<file path="config.mk">
export PLATFORM = sky130hd
export DESIGN_NAME = ram_arbiter
export DESIGN_NICKNAME = d
export VERILOG_FILES = /design/src/rtl/ram_ctrl_pkg.sv /design/src/rtl/rr_arb2.sv /design/src/rtl/ram_arbiter.sv
export SDC_FILE = /design/constraint.sdc
export NUM_CORES = 1
export LEC_CHECK = 0
export BUFFER_PORTS_ARGS = -buffer_cell sky130_fd_sc_hd__buf_2
export CAP_MARGIN = 20
export CORE_MARGIN = 2
export CORE_UTILIZATION = 35
export DETAILED_ROUTE_END_ITERATION = 6
export GPL_TIMING_DRIVEN = 1
export PLACE_DENSITY = 0.85
export REMOVE_ABC_BUFFERS = 1
export SETUP_SLACK_MARGIN = 0.05
export SYNTH_ARGS = -nofsm -noshare
export SYNTH_HDL_FRONTEND = slang
export SYNTH_SLANG_ARGS = --single-unit
</file>
<file path="constraint.sdc">
create_clock -name clk -period 1.8 [get_ports clk]
set_input_delay 0.09 -clock clk [delete_from_list [all_inputs] [get_ports clk]]
set_output_delay 0.09 -clock clk [all_outputs]
set_load 0.02 [all_outputs]
</file>
<file path="src/rtl/ram_ctrl_pkg.sv">
// Shared types for the two-master RAM arbiter: controller states,
// master identifiers and the read-response tag.
package ram_ctrl_pkg;

    typedef enum logic {
        CLR = 1'b0,
        RUN = 1'b1
    } ctrl_state_t;

    typedef logic master_id_t;

    localparam master_id_t M0 = 1'b0;
    localparam master_id_t M1 = 1'b1;

    // Identifies which master owns the read data coming back next cycle.
    typedef struct packed {
        logic       valid;
        master_id_t id;
    } rsp_tag_t;

endpackage

</file>
<file path="src/rtl/rr_arb2.sv">
// Two-way round-robin arbiter. The grant is combinational from the
// requests and the registered priority pointer; the pointer flips to
// the other master after every grant and holds when nothing is granted.
module rr_arb2
    import ram_ctrl_pkg::*;
(
    input  logic       clk,
    input  logic       rst_n,
    input  logic       en,
    input  logic [1:0] req,
    output logic [1:0] gnt
);

    master_id_t r_prio;

    // Pick the single requester, or the prioritised one on a tie.
    always_comb begin
        gnt = 2'b00;
        if (en) begin
            case (req)
                2'b01:   gnt = 2'b01;
                2'b10:   gnt = 2'b10;
                2'b11:   gnt = (r_prio == M0) ? 2'b01 : 2'b10;
                default: gnt = 2'b00;
            endcase
        end
    end

    // Hand priority to the master that was not just served.
    always_ff @(posedge clk or negedge rst_n) begin
        if (!rst_n) begin
            r_prio <= M0;
        end else if (gnt[0]) begin
            r_prio <= M1;
        end else if (gnt[1]) begin
            r_prio <= M0;
        end
    end

endmodule

</file>
<file path="src/rtl/ram_arbiter.sv">
// Shares one single-port-pair RAM between masters m0 and m1. One access
// per cycle, read data returns one cycle after acceptance, and the RAM is
// cleared for one cycle after reset and after every soft-clear request.
module ram_arbiter
    import ram_ctrl_pkg::*;
#(
    parameter int ADDR_WIDTH = 4,
    parameter int DATA_WIDTH = 8
) (
    input  logic                  clk,
    input  logic                  rst_n,
    input  logic                  clr,

    input  logic                  m0_valid,
    output logic                  m0_ready,
    input  logic                  m0_we,
    input  logic [ADDR_WIDTH-1:0] m0_addr,
    input  logic [DATA_WIDTH-1:0] m0_wdata,
    output logic                  m0_rvalid,
    output logic [DATA_WIDTH-1:0] m0_rdata,

    input  logic                  m1_valid,
    output logic                  m1_ready,
    input  logic                  m1_we,
    input  logic [ADDR_WIDTH-1:0] m1_addr,
    input  logic [DATA_WIDTH-1:0] m1_wdata,
    output logic                  m1_rvalid,
    output logic [DATA_WIDTH-1:0] m1_rdata,

    output logic                  ram_rst,
    output logic                  ram_we,
    output logic [ADDR_WIDTH-1:0] ram_wr_addr,
    output logic [DATA_WIDTH-1:0] ram_wr_din,
    output logic                  ram_re,
    output logic [ADDR_WIDTH-1:0] ram_rd_addr,
    input  logic [DATA_WIDTH-1:0] ram_rd_dout
);

    ctrl_state_t r_state;
    rsp_tag_t    r_tag;
    logic        w_arb_en;
    logic [1:0]  w_gnt;
    master_id_t  w_gnt_id;

    // Controller: one clearing cycle, then serve requests until a soft clear.
    always_ff @(posedge clk or negedge rst_n) begin
        if (!rst_n) begin
            r_state <= CLR;
        end else begin
            case (r_state)
                CLR:     r_state <= RUN;
                RUN:     if (clr) r_state <= CLR;
                default: r_state <= CLR;
            endcase
        end
    end

    // A pending clear wins over any request in the same cycle.
    assign w_arb_en = (r_state == RUN) && !clr;
    assign ram_rst  = (r_state == CLR);

    rr_arb2 u_arb (
        .clk   (clk),
        .rst_n (rst_n),
        .en    (w_arb_en),
        .req   ({m1_valid, m0_valid}),
        .gnt   (w_gnt)
    );

    assign m0_ready = w_gnt[0];
    assign m1_ready = w_gnt[1];
    assign w_gnt_id = w_gnt[1] ? M1 : M0;

    // Route the granted master's request onto the RAM ports; idle ports stay at zero.
    always_comb begin
        ram_we      = 1'b0;
        ram_re      = 1'b0;
        ram_wr_addr = '0;
        ram_wr_din  = '0;
        ram_rd_addr = '0;
        if (w_gnt[0]) begin
            if (m0_we) begin
                ram_we      = 1'b1;
                ram_wr_addr = m0_addr;
                ram_wr_din  = m0_wdata;
            end else begin
                ram_re      = 1'b1;
                ram_rd_addr = m0_addr;
            end
        end else if (w_gnt[1]) begin
            if (m1_we) begin
                ram_we      = 1'b1;
                ram_wr_addr = m1_addr;
                ram_wr_din  = m1_wdata;
            end else begin
                ram_re      = 1'b1;
                ram_rd_addr = m1_addr;
            end
        end
    end

    // Remember who issued this cycle's read so the data can be steered next cycle.
    always_ff @(posedge clk or negedge rst_n) begin
        if (!rst_n) begin
            r_tag <= '0;
        end else begin
            r_tag.valid <= ram_re;
            r_tag.id    <= w_gnt_id;
        end
    end

    assign m0_rvalid = r_tag.valid && (r_tag.id == M0);
    assign m1_rvalid = r_tag.valid && (r_tag.id == M1);
    assign m0_rdata  = m0_rvalid ? ram_rd_dout : '0;
    assign m1_rdata  = m1_rvalid ? ram_rd_dout : '0;

endmodule

</file>
==> out/results.txt <==
asr flop ratio synth = 100%
Area contributors post-synth = a32o_1, dfrtp_1, a21boi_0, and2_1, and3_1
Routed WL per cell = 12.8 µm
cells along the critical path = nand2b_1, a32o_1, buf_2
Synth Area in Adders = 0%
TritonCTS sink count = 4
unrepaired setup endpoints after global routing = false
top cells by count, synth = a32o_1, a21boi_0, and2_1
routed vias = 941
diode count = 0
slowest stage cell, crit path = nand2b_1
Setup Crit Path Kind = reg2out
FMAX = 0.604 GHz
Vert. Die Dim = 46.8 µm
Required @ worst endpoint = 1710 ps
clock skew = 5.19 ps
total global-route track usage = 18.6%
Worst EP arrival = 1560 ps
proportion of synthesized area in mux cells = 0%
dpl ws = 393 ps
Cells on Worst Hold Path = 2
register area share after synthesis = 15.6%
Max Cap Viol = 0
core area = 0.00173 mm²
CP peak stage delay = 410 ps
CP max FO = 18
worst rel slew slack = 59.3%
GRT overflow = 0
Rows = 15
post-synth cell types = 19
min-delay worst type = in2reg
first-pass GRT wire length = 3110 µm
Layout Cells excl Fill = 173
area grow syn2layout = 63.0%
final hold violation count = 0
share of cells above drive strength 1 = 58.1%
initial antenna violation count = 0
Worst-path clk slew = 40 ps
Routed Antenna Nets = 0
Final #Nets = 189
mapped cell area = 642 µm²
Longest Clk Path Bufs = 2
I/O pins = 78
vias in the first global route = 805
CTS root buf = clkbuf_4
# port buffers = 77
Final setup viols = 0
fin crit period = 1650 ps
total leakage power = 0.628 nW
Num CTS Buffers = 3
Synth Area in Simple Gates = 31.8%
max-slew violations = 0
crit path capture type = output port
number of flops mapped to enable cells by yosys = 0
FF-to-FF path depth = 2
Slew @ Worst Pin = 610 ps
gpl congestion = 0.770
cts repair resizes = 0
post-synthesis compound-gate area fraction = 43.3%
DRT Pass-1 Iters = 4
initial core utilization = 37.2%
Post-Route WL = 2220 µm
Avg Cell Area, Syn = 8.79 µm²
post-synth top area share = 26.5%
DIE AREA = 0.00219 mm²
Detailed Place HPWL = 1810 µm
die width = 46.8 µm
VDD IR max = 295 µV
Yosys warning count = 0
CTS tree = built
critical path startpoint category = flip-flop
H-tree depth = 1
Avg Vias per Cell = 5.44
largest net degree at the start of global routing = 19
setup tns final = 0 ps
outcome = finished clean
cell accounting for the most synthesized area = a32o_1
Initial DRC Count = 11
# DRC = 0
fin crit share = 91.9%
XOR/XNOR Fraction of Synth Area = 0%
#FFs+latches synth = 4
Clock Latency Late Sink = 240 ps
Power Dens Cells = 460 mW/mm²
setup slack after layout = 146 ps
Post-Synthesis Cells = 73
combinational family with the most area after synthesis = compound AO/OA/AOI/OAI gates
dominant cell by count in the synthesized netlist = a32o_1
Top FF cell, synth = dfrtp_1
Fin Hold WS = 80.5 ps
placed cell count = 169
## area by class of cell
cell class / instances / area [µm²]
clock buffer: 3 / 22.5
fill: 167 / 681
inverter: 2 / 7.51
multi-input combinational: 60 / 482
sequential: 4 / 100
tap: 25 / 31.3
timing repair buffer: 79 / 403
## cell usage in the layout, fill, tap and decap left out, drive strengths merged
cell	synthesis	final
inv	2	2
clkbuf	1	3
buf	6	78
a32o	17	17
nand2	2	2
and4	1	1
dfrtp	4	4
and4b	2	2
nand2b	1	1
and4bb	2	2
nand3b	1	1
and3	8	8
nor2	1	1
and2	9	9
a21boi	12	12
a22o	2	2
dlygate4sd3	0	1
nor2b	2	2
## critical path: cells and delay by family, from the launching register on
| kind | cells | cell delay [ps] |
|---|---|---|
| AND/OR/NAND/NOR | 1 | 410 |
| flip-flops | 1 | 360 |
| AO/OA/AOI/OAI | 1 | 390 |
| buffers and inverters | 1 | 160 |
## kinds of logic (layout without fill, tap and decap cells)
family	count (synthesis)	count (layout)
buffers and inverters	9	84
AO/OA/AOI/OAI	31	31
AND/OR/NAND/NOR	29	29
flip-flops	4	4
## layer usage
layer / track usage [%] / part of all wire, %
met4: 7.78 / 0.86
met5: 0 / 0
met2: 34.5 / 49
met3: 1.92 / 11
met1: 21.3 / 39
## registers in the layout, indices dropped and copies added (netlist names)
signal and count:
r_state 1, r_tag 2, u_arb.r_prio 1
## stage by stage
step | util, % | cell area, µm² | power, W
5_1_grt | 60.6 | 1050 | 0.000515
3_3_place_gp | 58.7 | 1010 | 0.000357
3_5_place_dp | 58.7 | 1010 | 0.000367
4_1_cts | 60.6 | 1050 | 0.000489
2_1_floorplan | - | 589 | 0.000256
6_report | 60.6 | 1050 | 0.000481
## power by group
group,switching (W),leakage (nW),internal (W)
combinational,0.000150,0.564,0.000107
sequential,0.0000104,0.0499,0.000101
clock,0.0000389,0.0138,0.0000747
total,0.000199,0.628,0.000282
## what timing repair did
item	4_1_cts	5_1_grt
buffers inserted	0	0
hold buffers	1	0
endpoints found under the hold margin	4	0
## path summary, 6_finish.rpt
| path | startpoint | to | slack, ps |
|---|---|---|---|
| worst max register to register | u_arb.r_prio | r_tag[1] | 540 |
| max in group asynchronous | rst_n | r_tag[1] | 1460 |
| min in group asynchronous | rst_n | u_arb.r_prio | 210 |
| worst min-delay path | clr | r_state | 80 |
| worst max-delay path | u_arb.r_prio | ram_wr_din[3] | 150 |
| worst min register to register | r_state | r_state | 580 |
Power figures use the tool's default switching activity.
